==> src/rtl/imm_extend_pipe.sv <==
// imm_extend_pipe: two-stage valid/ready pipeline that extracts the immediate
// field from a raw instruction word and extends it to DATA_W bits.
//   S1 holds the raw instruction and format code.
//   S2 holds the extended immediate and the error flag.
// Build option: define IMM_EXT_MOV_EN to support the MOV format (code 4).
// When it is left undefined, code 4 is reported as illegal and no MOV shift
// logic is built.
//
// Handshake: a transfer happens on the input side when in_valid && in_ready
// and on the output side when out_valid && out_ready, both on the rising
// edge of clk. A producer holds its payload stable while valid is high and
// ready is low. in_ready depends combinationally on out_ready, so a full
// pipe can accept a new item in the same cycle it emits one.

module imm_extend_pipe #(
  parameter int DATA_W  = 64,
  parameter int INSTR_W = 32
) (
  input  logic               clk,
  input  logic               reset,
  input  logic               in_valid,
  output logic               in_ready,
  input  logic [INSTR_W-1:0] in_instr,
  input  logic [2:0]         in_fmt,
  output logic               out_valid,
  input  logic               out_ready,
  output logic [DATA_W-1:0]  out_imm,
  output logic               out_err
);

  // Format codes; 5..7 (and 4 without MOV support) are illegal.
  localparam logic [2:0] FMT_B   = 3'd0;
  localparam logic [2:0] FMT_CB  = 3'd1;
  localparam logic [2:0] FMT_D   = 3'd2;
  localparam logic [2:0] FMT_I   = 3'd3;
`ifdef IMM_EXT_MOV_EN
  localparam logic [2:0] FMT_MOV = 3'd4;
`endif

  // Stage 1: raw instruction and format.
  logic               s1_valid_q, s1_valid_d;
  logic [INSTR_W-1:0] s1_instr_q, s1_instr_d;
  logic [2:0]         s1_fmt_q,   s1_fmt_d;

  // Stage 2: extended result, which is also the output register.
  logic               out_valid_q, out_valid_d;
  logic [DATA_W-1:0]  out_imm_q,   out_imm_d;
  logic               out_err_q,   out_err_d;

  // Handshake helpers.
  logic               s2_load;
  logic               in_fire;

  // Extension results for the item sitting in S1.
  logic [DATA_W-1:0]  b_ext;
  logic [DATA_W-1:0]  cb_ext;
  logic [DATA_W-1:0]  d_ext;
  logic [DATA_W-1:0]  i_ext;
  logic [DATA_W-1:0]  calc_imm;
  logic               calc_err;

`ifdef IMM_EXT_MOV_EN
  logic [1:0]         mov_hw;
  logic [5:0]         mov_shamt;
  logic               mov_ovf;
  logic [DATA_W-1:0]  mov_ext;
`endif

  // Upper opcode bits never feed any immediate field.
  logic               unused_instr_bits;
  assign unused_instr_bits = ^s1_instr_q[INSTR_W-1:26];

  // Sign/zero extend each candidate field of the S1 instruction.
  always_comb begin
    b_ext  = {{(DATA_W-26){s1_instr_q[25]}}, s1_instr_q[25:0]};
    cb_ext = {{(DATA_W-19){s1_instr_q[23]}}, s1_instr_q[23:5]};
    d_ext  = {{(DATA_W-9){s1_instr_q[20]}},  s1_instr_q[20:12]};
    i_ext  = {{(DATA_W-12){1'b0}},           s1_instr_q[21:10]};
  end

`ifdef IMM_EXT_MOV_EN
  // MOV: zero-extend the 16-bit field and place it in halfword hw; a
  // halfword that does not fit inside DATA_W is reported as an error.
  always_comb begin
    mov_hw    = s1_instr_q[22:21];
    mov_shamt = {mov_hw, 4'b0000};
    mov_ovf   = (int'(mov_shamt) + 16) > DATA_W;
    mov_ext   = {{(DATA_W-16){1'b0}}, s1_instr_q[20:5]};
  end
`endif

  // Select the result by format; errors always carry a zero immediate.
  always_comb begin
    calc_imm = '0;
    calc_err = 1'b0;
    case (s1_fmt_q)
      FMT_B:   calc_imm = b_ext << 2;
      FMT_CB:  calc_imm = cb_ext << 2;
      FMT_D:   calc_imm = d_ext;
      FMT_I:   calc_imm = i_ext;
`ifdef IMM_EXT_MOV_EN
      FMT_MOV: begin
        if (mov_ovf) begin
          calc_err = 1'b1;
        end else begin
          calc_imm = mov_ext << mov_shamt;
        end
      end
`endif
      default: calc_err = 1'b1;
    endcase
  end

  // Pipeline control: S2 refills when empty or draining, S1 refills when
  // empty or moving into S2; an error item flows like any other.
  always_comb begin
    s2_load  = !out_valid_q || out_ready;
    in_ready = !s1_valid_q || s2_load;
    in_fire  = in_valid && in_ready;

    s1_valid_d = s1_valid_q && !s2_load;
    s1_instr_d = s1_instr_q;
    s1_fmt_d   = s1_fmt_q;
    if (in_fire) begin
      s1_valid_d = 1'b1;
      s1_instr_d = in_instr;
      s1_fmt_d   = in_fmt;
    end

    out_valid_d = out_valid_q;
    out_imm_d   = out_imm_q;
    out_err_d   = out_err_q;
    if (s2_load) begin
      out_valid_d = s1_valid_q;
      if (s1_valid_q) begin
        out_imm_d = calc_imm;
        out_err_d = calc_err;
      end
    end
  end

  // State registers; reset empties both stages and clears the payload.
  always_ff @(posedge clk) begin
    if (reset) begin
      s1_valid_q  <= 1'b0;
      s1_instr_q  <= '0;
      s1_fmt_q    <= '0;
      out_valid_q <= 1'b0;
      out_imm_q   <= '0;
      out_err_q   <= 1'b0;
    end else begin
      s1_valid_q  <= s1_valid_d;
      s1_instr_q  <= s1_instr_d;
      s1_fmt_q    <= s1_fmt_d;
      out_valid_q <= out_valid_d;
      out_imm_q   <= out_imm_d;
      out_err_q   <= out_err_d;
    end
  end

  assign out_valid = out_valid_q;
  assign out_imm   = out_imm_q;
  assign out_err   = out_err_q;

endmodule
==> config.mk <==
export PLATFORM = sky130hd
export DESIGN_NAME = imm_extend_pipe
export DESIGN_NICKNAME = d
export VERILOG_FILES = /design/src/rtl/imm_extend_pipe.sv
export SDC_FILE = /design/constraint.sdc
export NUM_CORES = 1
export LEC_CHECK = 0
export BUFFER_PORTS_ARGS = -buffer_cell sky130_fd_sc_hd__buf_2
export CORE_ASPECT_RATIO = 1.1
export CORE_MARGIN = 3
export CORE_UTILIZATION = 23
export CTS_BUF_LIST = sky130_fd_sc_hd__clkbuf_4 sky130_fd_sc_hd__clkbuf_8
export DETAILED_ROUTE_END_ITERATION = 12
export PLACE_DENSITY_LB_ADDON = 0.12
export SLEW_MARGIN = 25
export SYNTH_ARGS = -nofsm -noshare
export SYNTH_HDL_FRONTEND = slang
export SYNTH_SLANG_ARGS = --single-unit
==> constraint.sdc <==
create_clock -name clk -period 2.6 [get_ports clk]
set_clock_uncertainty 0.1 [all_clocks]
set_input_delay 0.13 -clock clk [delete_from_list [all_inputs] [get_ports clk]]
set_output_delay 0.13 -clock clk [all_outputs]
set_load 0.02 [all_outputs]
==> results.py, run 1 <==
metrics = {
    "status": {
        "status": "complete, no violations",
    },
    "logic_synthesis": {
        "synthCells": 326,
        "synth_cell_type_count": 30,
        "synth_commonest_cells": "60 x dfxtp_1, 39 x buf_4, 37 x a21oi_1, 37 x o21ai_0, 30 x nand3_1",
        "synth_flop_cell": "dfxtp_1",
        "synth_edf_count": 0,
        "syn-cell-area_sq_um": 2980,
        "yosysMostFrequentCell": "dfxtp_1",
        "synthTopCellsByArea": "dfxtp_1 40%, buf_4 9.8%, mux2i_1 8.4%",
        "yosys.area.top_type_share": 0.403,
        "ys_ff_latch": 60,
        "ys_seq_area_frac": 0.403,
        "yosysTopAreaCell": "dfxtp_1",
        "syn_avg_cell_area_sq_um": 9.15,
        "ys_async_sr_fraction": 0,
        "ys_warn_count": 0,
        "syn_nets": 365,
    },
    "clock_network": {
        "root_buffer": "clkbuf_8",
        "htreeDepth": 3,
        "cts.clk_slew.worst_paths_ns": 0.07,
        "clock_latency_ns": 0.35,
        "cts_buffers": 9,
        "cts.sinks": 60,
        "cts_buffer_depth": 2,
        "cts_tree": "done",
    },
    "power_and_ir_drop": {
        "ir_drop_mv": 0.185,
        "p_sw_mw": 0.580,
        "power.leakage_nw": 1.64,
        "pwr-share-clk": 0.419,
        "swShare": 0.258,
        "power_mw": 2.25,
        "p_int_mw": 1.67,
        "combPwrFrac": 0.133,
        "powerDensity_nw_per_um2": 586,
        "seq_power_share": 0.448,
    },
    "timing": {
        "period_needed_ns": 2.09,
        "relSlewSlack": 0.439,
        "fin_hold_ws_ns": 0.152,
        "fin_ws_ns": 0.510,
        "max_slew.worst_pin.slew_ns": 0.840,
        "finalHoldViolations": 0,
        "max_freq_ghz": 0.479,
        "timing.setup.tns_ns": 0,
        "drv_slew": 0,
        "setup_viol": 0,
        "finalCritPeriodShare": 0.804,
        "rsz0062_at_grt": "false",
    },
    "floorplanning": {
        "die-area_sq_um": 14400,
        "row_count": 43,
        "start_util": 0.236,
        "design.core.area_sq_um": 12600,
        "die_w_microns": 115,
        "ios": 106,
        "die_h_microns": 125,
    },
    "critical_path": {
        "crit_chain": "and3b_1 > inv_1 > buf_2",
        "start_kind": "flop",
        "endpoint_kind": "primary output",
        "worstPathRequired_ns": 2.37,
        "critPathBufInv": 2,
        "arrival_ns": 1.86,
        "slowest_stage": "inv_1",
        "worst-path-stages": 3,
        "crit_type": "flop to primary output",
        "reg2reg_depth": 4,
        "critPathMaxStageDelay_ns": 0.61,
        "critical_path.max_fanout": 31,
        "crit_family": "buffers and inverters",
    },
    "grt": {
        "grt_pass1_vias": 2465,
        "grt_pass1_wl_mm": 13.2,
        "grtUsageTotal": 0.119,
        "grt_max_degree": 39,
        "antenna_found_initial": 0,
        "grt_overflow": 0,
    },
    "detailed_routing": {
        "via_count": 2599,
        "avgViaCountPerCell": 4.58,
        "routed_wl_mm": 8.45,
        "drc": 0,
        "drtPass1Iterations": 4,
        "drt_iter0_markers": 90,
        "postRouteAntennaNets": 0,
        "wl_per_cell_microns": 14.9,
    },
    "placed_design": {
        "hpwl_mm": 5.98,
        "place_congestion": 0.752,
        "place_ws_ns": 0.776,
        "place_inst": 523,
        "portBuffers": 99,
        "dpl_cell_area_sq_um": 3320,
    },
    "cells_and_area": {
        "fin_cells": 568,
        "final_nets": 445,
        "drive_gt1_frac": 0.319,
        "areaGrowthSynthToFinish_pct": 28.4,
        "seq_area_sq_um": 1200,
        "antenna_cells": 0,
        "finish.utilization": 0.303,
        "stdcell_area_sq_um": 3830,
        "fill_cells": 1338,
        "multiInputGateArea_sq_um": 1350,
    },
    "flow_run": {
        "drv_cap": 0,
    },
    "worst_hold_path": {
        "hold_path.class": "input pin to flop",
        "min_path_cells": 3,
    },
}
path summary, 6_finish.rpt:
| check | start | to | slack [ns] |
|---|---|---|---|
| worst max register to register | s1_fmt_q[1] | out_imm[18] | 0.78 |
| worst min-delay path | reset | out_imm[62] | 0.15 |
| worst min register to register | out_imm[18] | out_imm[18] | 0.37 |
| worst max-delay path | s1_valid_q | in_ready | 0.51 |
flip-flops by register name, indices dropped and copies added (netlist names):
register	count
out_err	1
out_imm	28
out_valid	1
s1_instr_q	26
s1_fmt_q	3
s1_valid_q	1
area by class of cell:
class                      count  share of cell area
tap                          157              0.0513
clock buffer                  11              0.0379
sequential                    60               0.313
multi-input combinational    194               0.352
clock inverter                 5              0.0196
inverter                       5             0.00490
timing repair buffer         136               0.221
per-layer routing:
| metal | track usage | vias up | share of wire | wire length, microns |
|---|---|---|---|---|
| li1 | - | 1324 | - | - |
| met1 | 0.165 | 1186 | 0.49 | 4180 |
| met2 | 0.171 | 77 | 0.43 | 3640 |
| met3 | 0.0334 | 12 | 0.059 | 497 |
| met4 | 0.0482 | 0 | 0.016 | 136 |
| met5 | 0 | - | 0 | 0 |
power by group through the flow:
stage / clock network (mW) / registers, mW / logic (mW)
floorplan: 0 / 1.02 / 0.200
global placement: 0 / 1.03 / 0.265
detailed placement: 0 / 1.03 / 0.268
CTS: 0.966 / 1.01 / 0.301
global route: 1.01 / 1.01 / 0.328
finish: 0.942 / 1.01 / 0.298
cell usage in the layout (no fill, tap or decap), drive strengths merged, types with 2 or more instances in the layout:
cell / n
a22o: 24
a21oi: 37
clkbuf: 11
mux2: 2
inv: 5
nand3b: 2
clkinv: 3
o21ai: 41
nand4: 2
o2bb2ai: 7
nor2b: 2
o22ai: 7
mux2i: 25
dlygate4sd3: 29
bufinv: 2
nand3: 30
buf: 107
dfxtp: 60
mux4: 3
nand2b: 4
kinds of logic (layout without fill, tap and decap cells):
logic type,Yosys count,in the layout,share of synthesized area
AOI/OAI and AO/OA,118,118,0.244
buffers and inverters,72,157,0.149
DFF,60,60,0.403
and+or+nand+nor,45,45,0.0880
muxes,30,30,0.114
xor gates and xnor gates,1,1,0.00294
tightest hold or removal path: stages:
cell and delay [ns]:
buf_2 0.11, a21oi_4 0.11, a22o_1 0.20
what timing repair did:
action / 4_1_cts / 5_1_grt
buffers inserted: 0 / 0
gates resized for setup: 0 / 0
hold buffers: 29 / 0
hold endpoints to repair: 29 / 0
Power figures use the tool's default switching activity.
==> inputs of run 2 (changes only) <==
==> constraint.sdc (replaced) <==
create_clock -name clk -period 1.9 [get_ports clk]
set_clock_uncertainty 0.1 [all_clocks]
set_input_delay 0.095 -clock clk [delete_from_list [all_inputs] [get_ports clk]]
set_output_delay 0.095 -clock clk [all_outputs]
set_load 0.02 [all_outputs]
==> run 2 against run 1 <==
First-iteration DRC count rose by 51%. Worst hold slack improved by 0.019 ns. Via count rose by 1.8%. Cell count rose by 1.6%. Register-to-register slack got worse by 0.57 ns.
==> results.py, run 2 (synthesis gave the netlist of run 1 again) <==
metrics = {
    "detailed_routing": {
        "via_count": 2647,
        "wl_per_cell_microns": 15.7,
        "drt_iter0_markers": 136,
        "avgViaCountPerCell": 4.59,
        "routed_wl_mm": 9.04,
        "drc": 0,
        "drtPass1Iterations": 4,
        "postRouteAntennaNets": 0,
    },
    "power_and_ir_drop": {
        "p_sw_mw": 0.790,
        "pwr-share-clk": 0.406,
        "swShare": 0.260,
        "powerDensity_nw_per_um2": 778,
        "seq_power_share": 0.451,
        "ir_drop_mv": 0.200,
        "power.leakage_nw": 1.67,
        "combPwrFrac": 0.143,
        "p_int_mw": 2.25,
    },
    "grt": {
        "grtUsageTotal": 0.126,
        "grt_overflow": 0,
        "grt_max_degree": 38,
        "grt_pass1_vias": 2559,
        "antenna_found_initial": 0,
        "grt_pass1_wl_mm": 14.1,
    },
    "critical_path": {
        "critical_path.max_fanout": 6,
        "slowest_stage": "dfxtp_1",
        "start_kind": "flop",
        "critPathMaxStageDelay_ns": 0.48,
        "endpoint_kind": "primary output",
        "worst-path-stages": 3,
        "reg2reg_depth": 5,
        "crit_type": "flop to primary output",
        "worstPathRequired_ns": 1.70,
        "critPathBufInv": 2,
        "crit_chain": "and3b_1 > clkinvlp_4 > buf_2",
        "crit_family": "flip-flops",
        "arrival_ns": 1.54,
    },
    "cells_and_area": {
        "drive_gt1_frac": 0.336,
        "multiInputGateArea_sq_um": 1350,
        "seq_area_sq_um": 1200,
        "fill_cells": 1327,
        "mostFrequentLayoutCells": "99 x buf_2, 60 x dfxtp_1, 37 x o21ai_0",
        "largest_reg_flops": 28,
        "final_nets": 455,
        "antenna_cells": 0,
        "layout_commonest_cell": "buf_2",
        "areaGrowthSynthToFinish_pct": 30.7,
    },
    "timing": {
        "timing.setup.tns_ns": 0,
        "drv_slew": 0,
        "finalCritPeriodShare": 0.916,
        "finalHoldViolations": 0,
        "relSlewSlack": 0.536,
        "max_freq_ghz": 0.575,
        "period_needed_ns": 1.74,
        "max_slew.worst_pin.slew_ns": 0.695,
        "setup_viol": 0,
        "fin_ws_ns": 0.160,
        "rsz0062_at_grt": "false",
    },
    "clock_network": {
        "htreeDepth": 3,
        "cts.sinks": 60,
        "clock_latency_ns": 0.35,
        "cts_buffer_depth": 2,
        "cts.clk_slew.worst_paths_ns": 0.06,
        "cts_buffers": 9,
        "root_buffer": "clkbuf_8",
        "cts_tree": "done",
    },
    "floorplanning": {
        "design.core.area_sq_um": 12600,
        "die-area_sq_um": 14400,
        "die_h_microns": 125,
        "row_count": 43,
        "start_util": 0.236,
        "die_w_microns": 115,
        "ios": 106,
    },
    "worst_hold_path": {
        "hold_path.class": "input pin to flop",
        "min_path_cells": 4,
    },
    "flow_run": {
        "drv_cap": 0,
    },
    "placed_design": {
        "place_ws_ns": 0.0458,
        "hpwl_mm": 6.16,
        "portBuffers": 99,
        "place_congestion": 0.716,
    },
    "status": {
        "status": "complete, no violations",
    },
}
==> run 2: cell types whose count changed in the layout (fill, tap and decap cells not counted), sizes merged <==
cell	change
buf	+9
clkbuf	+3
clkinv	-3
clkinvlp	+2
inv	-1
bufinv	-1
==> run 2: layout make-up <==
type	instances	area share
clock inverters	1	0.00770
repair buffers	145	0.234
flip-flops and latches	60	0.308
well taps	157	0.0504
multi-input cells	194	0.346
clock buffers	14	0.0462
inverters	5	0.00577
repair inverters	1	0.00192
==> run 2: per-layer routing <==
metal	vias to the layer above	part of all wire	GRT usage
met3	15	0.058	0.0315
met2	87	0.43	0.186
met4	0	0.020	0.0552
li1	1339	-	-
met5	-	0	0
met1	1206	0.49	0.174
==> run 2: worst paths after layout <==
check,startpoint,endpoint,slack [ns]
hold / removal,out_ready,out_valid,0.17
setup reg to reg,s1_valid_q,s1_instr_q[19],0.21
setup / recovery,s1_valid_q,in_ready,0.16
hold reg to reg,out_imm[12],out_imm[12],0.37
==> run 2: timing repair <==
action | 4_1_cts | 5_1_grt
resized for setup | 2 | 0
hold endpoints to repair | 29 | 0
hold buffers | 29 | 0
buffers inserted | 1 | 0
endpoints found under the setup margin | 1 | 0
==> run 2: power groups by stage <==
stage | clock network, mW | registers [mW] | logic, mW
floorplan | 0 | 1.39 | 0.273
global placement | 0 | 1.40 | 0.386
detailed placement | 0 | 1.40 | 0.390
CTS | 1.26 | 1.37 | 0.437
global route | 1.32 | 1.38 | 0.479
finish | 1.23 | 1.37 | 0.434
==> run 2: tightest hold or removal path: cells and delay by family <==
family / cells / cell delay, ns
compound gates: 1 / 0.06
simple gates: 1 / 0.17
buf+inv: 2 / 0.24
==> run 2: stage by stage <==
stage / instances / power (mW) / utilization / cell area [sq um] / hold WS, ns
5_1_grt: 577 / 3.18 / 0.309 / 3900 / 0.200
6_report: 577 / 3.04 / 0.309 / 3900 / 0.171
3_5_place_dp: 531 / 1.79 / 0.267 / 3380 / 0.255
2_1_floorplan: 326 / 1.66 / - / 2980 / 0.143
3_3_place_gp: 531 / 1.78 / 0.267 / 3370 / 0.254
4_1_cts: 577 / 3.07 / 0.309 / 3900 / 0.158
==> inputs of run 3 (changes only) <==
--- a/config.mk
+++ b/config.mk
@@ -8,10 +8,12 @@
 export BUFFER_PORTS_ARGS = -buffer_cell sky130_fd_sc_hd__buf_2
 export CORE_ASPECT_RATIO = 1.1
 export CORE_MARGIN = 3
-export CORE_UTILIZATION = 23
+export CORE_UTILIZATION = 45
 export CTS_BUF_LIST = sky130_fd_sc_hd__clkbuf_4 sky130_fd_sc_hd__clkbuf_8
 export DETAILED_ROUTE_END_ITERATION = 12
+export GPL_ROUTABILITY_DRIVEN = 0
 export PLACE_DENSITY_LB_ADDON = 0.12
+export SETUP_SLACK_MARGIN = 0.4
 export SLEW_MARGIN = 25
 export SYNTH_ARGS = -nofsm -noshare
 export SYNTH_HDL_FRONTEND = slang
==> run 3 against run 2 <==
Clock-buffer cell count down 2. Wire length down 12%. Fmax up 17%. Register-to-register slack better by 0.20 ns.
==> results.py, run 3 (synthesis gave the netlist of run 1 again) <==
metrics = {
    "timing": {
        "max_slew.worst_pin.slew_ns": 0.433,
        "finalCritPeriodShare": 0.782,
        "relSlewSlack": 0.711,
        "setup_viol": 0,
        "fin_hold_ws_ns": 0.183,
        "period_needed_ns": 1.49,
        "drv_slew": 0,
        "finalHoldViolations": 0,
        "timing.setup.tns_ns": 0,
        "rsz0062_at_grt": "true",
        "max_freq_ghz": 0.673,
    },
    "clock_network": {
        "cts.sinks": 60,
        "cts_tree": "done",
        "cts.clk_slew.worst_paths_ns": 0.07,
        "clock_latency_ns": 0.34,
        "cts_buffers": 9,
        "root_buffer": "clkbuf_8",
        "htreeDepth": 3,
        "cts_buffer_depth": 2,
    },
    "detailed_routing": {
        "postRouteAntennaNets": 0,
        "via_count": 2678,
        "wl_per_cell_microns": 15.9,
        "drc": 0,
        "drtPass1Iterations": 4,
        "avgViaCountPerCell": 5.35,
        "routed_wl_mm": 7.98,
        "drt_iter0_markers": 153,
    },
    "cells_and_area": {
        "layout_commonest_cell": "buf_2",
        "largest_reg_flops": 28,
        "antenna_cells": 0,
        "areaGrowthSynthToFinish_pct": 31.7,
        "mostFrequentLayoutCells": "98 x buf_2, 56 x dfxtp_1, 37 x o21ai_0",
        "fin_cells": 501,
        "final_nets": 455,
        "drive_gt1_frac": 0.349,
    },
    "grt": {
        "grtUsageTotal": 0.196,
        "grtUsageMet2": 0.308,
        "grt_pass1_wl_mm": 12.0,
        "gr-usage-met1": 0.259,
        "grt_max_degree": 38,
        "antenna_found_initial": 0,
        "use_met3": 0.0563,
        "grt_overflow": 0,
        "top_usage_layer": "met2",
        "grt_pass1_vias": 2318,
    },
    "critical_path": {
        "arrival_ns": 1.61,
        "critPathMaxStageDelay_ns": 0.52,
        "crit_type": "flop to flop",
        "slowest_stage": "mux4_2",
        "crit_chain": "buf_12 > mux4_2 > a22o_1",
        "endpoint_kind": "flop",
        "critical_path.max_fanout": 20,
        "start_kind": "flop",
        "critPathLaunch": "s1_fmt_q[0]",
        "crit_family": "multiplexers",
        "timing.rr.start": "s1_fmt_q[0]",
        "critPathBufInv": 1,
        "worstPathRequired_ns": 2.03,
    },
    "worst_hold_path": {
        "holdCritStartpoint": "in_valid",
        "hold_path.class": "input pin to flop",
    },
    "floorplanning": {
        "die-area_sq_um": 7650,
        "ios": 106,
        "die_h_microns": 91.4,
        "design.core.area_sq_um": 6310,
        "die_w_microns": 83.6,
        "start_util": 0.473,
        "row_count": 30,
    },
    "power_and_ir_drop": {
        "combPwrFrac": 0.153,
        "p_int_mw": 2.22,
        "powerDensity_nw_per_um2": 765,
        "p_sw_mw": 0.787,
        "seq_power_share": 0.454,
        "power.leakage_nw": 1.72,
        "pwr-share-clk": 0.393,
        "swShare": 0.262,
        "ir_drop_mv": 0.405,
    },
    "placed_design": {
        "portBuffers": 99,
        "place_inst": 447,
        "hpwl_mm": 4.85,
    },
    "status": {
        "status": "complete, no violations",
    },
    "flow_run": {
        "drv_cap": 0,
    },
}
==> run 3: timing repair <==
action                                  CTS  global route
pin swaps                                 0             2
endpoints found under the setup margin   27            27
buffers inserted                          0             5
hold buffers                             30             0
hold endpoints to repair                 34             0
resized for setup                        10             6
gates cloned                              2             1
==> run 3: power by group through the flow <==
stage,sequential (mW),clock [mW],combinational [mW]
after floorplan,1.39,0,0.274
after global placement,1.39,0,0.368
after detailed placement,1.39,0,0.372
after CTS,1.36,1.20,0.434
after global routing,1.37,1.26,0.496
final,1.36,1.18,0.459
==> run 3: cell type report <==
cell class                      count  area (sq um)
Inverter                            5          18.8
Tap cell                           80           100
Clock buffer                       12           159
Multi-Input combinational cell    195          1370
Timing Repair Buffer              145          1020
Fill cell                         569          2380
Sequential cell                    60          1210
Clock inverter                      4          47.5
==> run 3: worst min-delay path, cell delays in order <==
cell and delay, ns:
buf_2 0.09, inv_1 0.03, buf_4 0.21, a21oi_1 0.15
==> run 3: stage by stage <==
step,instance area [sq um],util,setup slack [ns],power (mW)
2_1_floorplan,2990,-,0.416,1.66
3_3_place_gp,3250,0.515,0.178,1.76
3_5_place_dp,3250,0.515,0.142,1.76
4_1_cts,3850,0.611,0.380,2.99
5_1_grt,3930,0.623,0.385,3.13
6_report,3930,0.623,0.414,3.00
==> run 3: layer usage <==
metal | wire length, microns | part of all wire
met1 | 3570 | 0.45
met2 | 3830 | 0.48
met3 | 484 | 0.061
met4 | 97 | 0.012
met5 | 0 | 0
==> run 3: path summary, 6_finish.rpt <==
check | slack [ns] | depth (start not counted) | endpoint
max | 0.41 | 3 | out_imm[9]
min | 0.18 | 4 | s1_valid_q
max reg2reg | 0.41 | 3 | out_imm[9]
min reg2reg | 0.37 | 1 | out_imm[10]
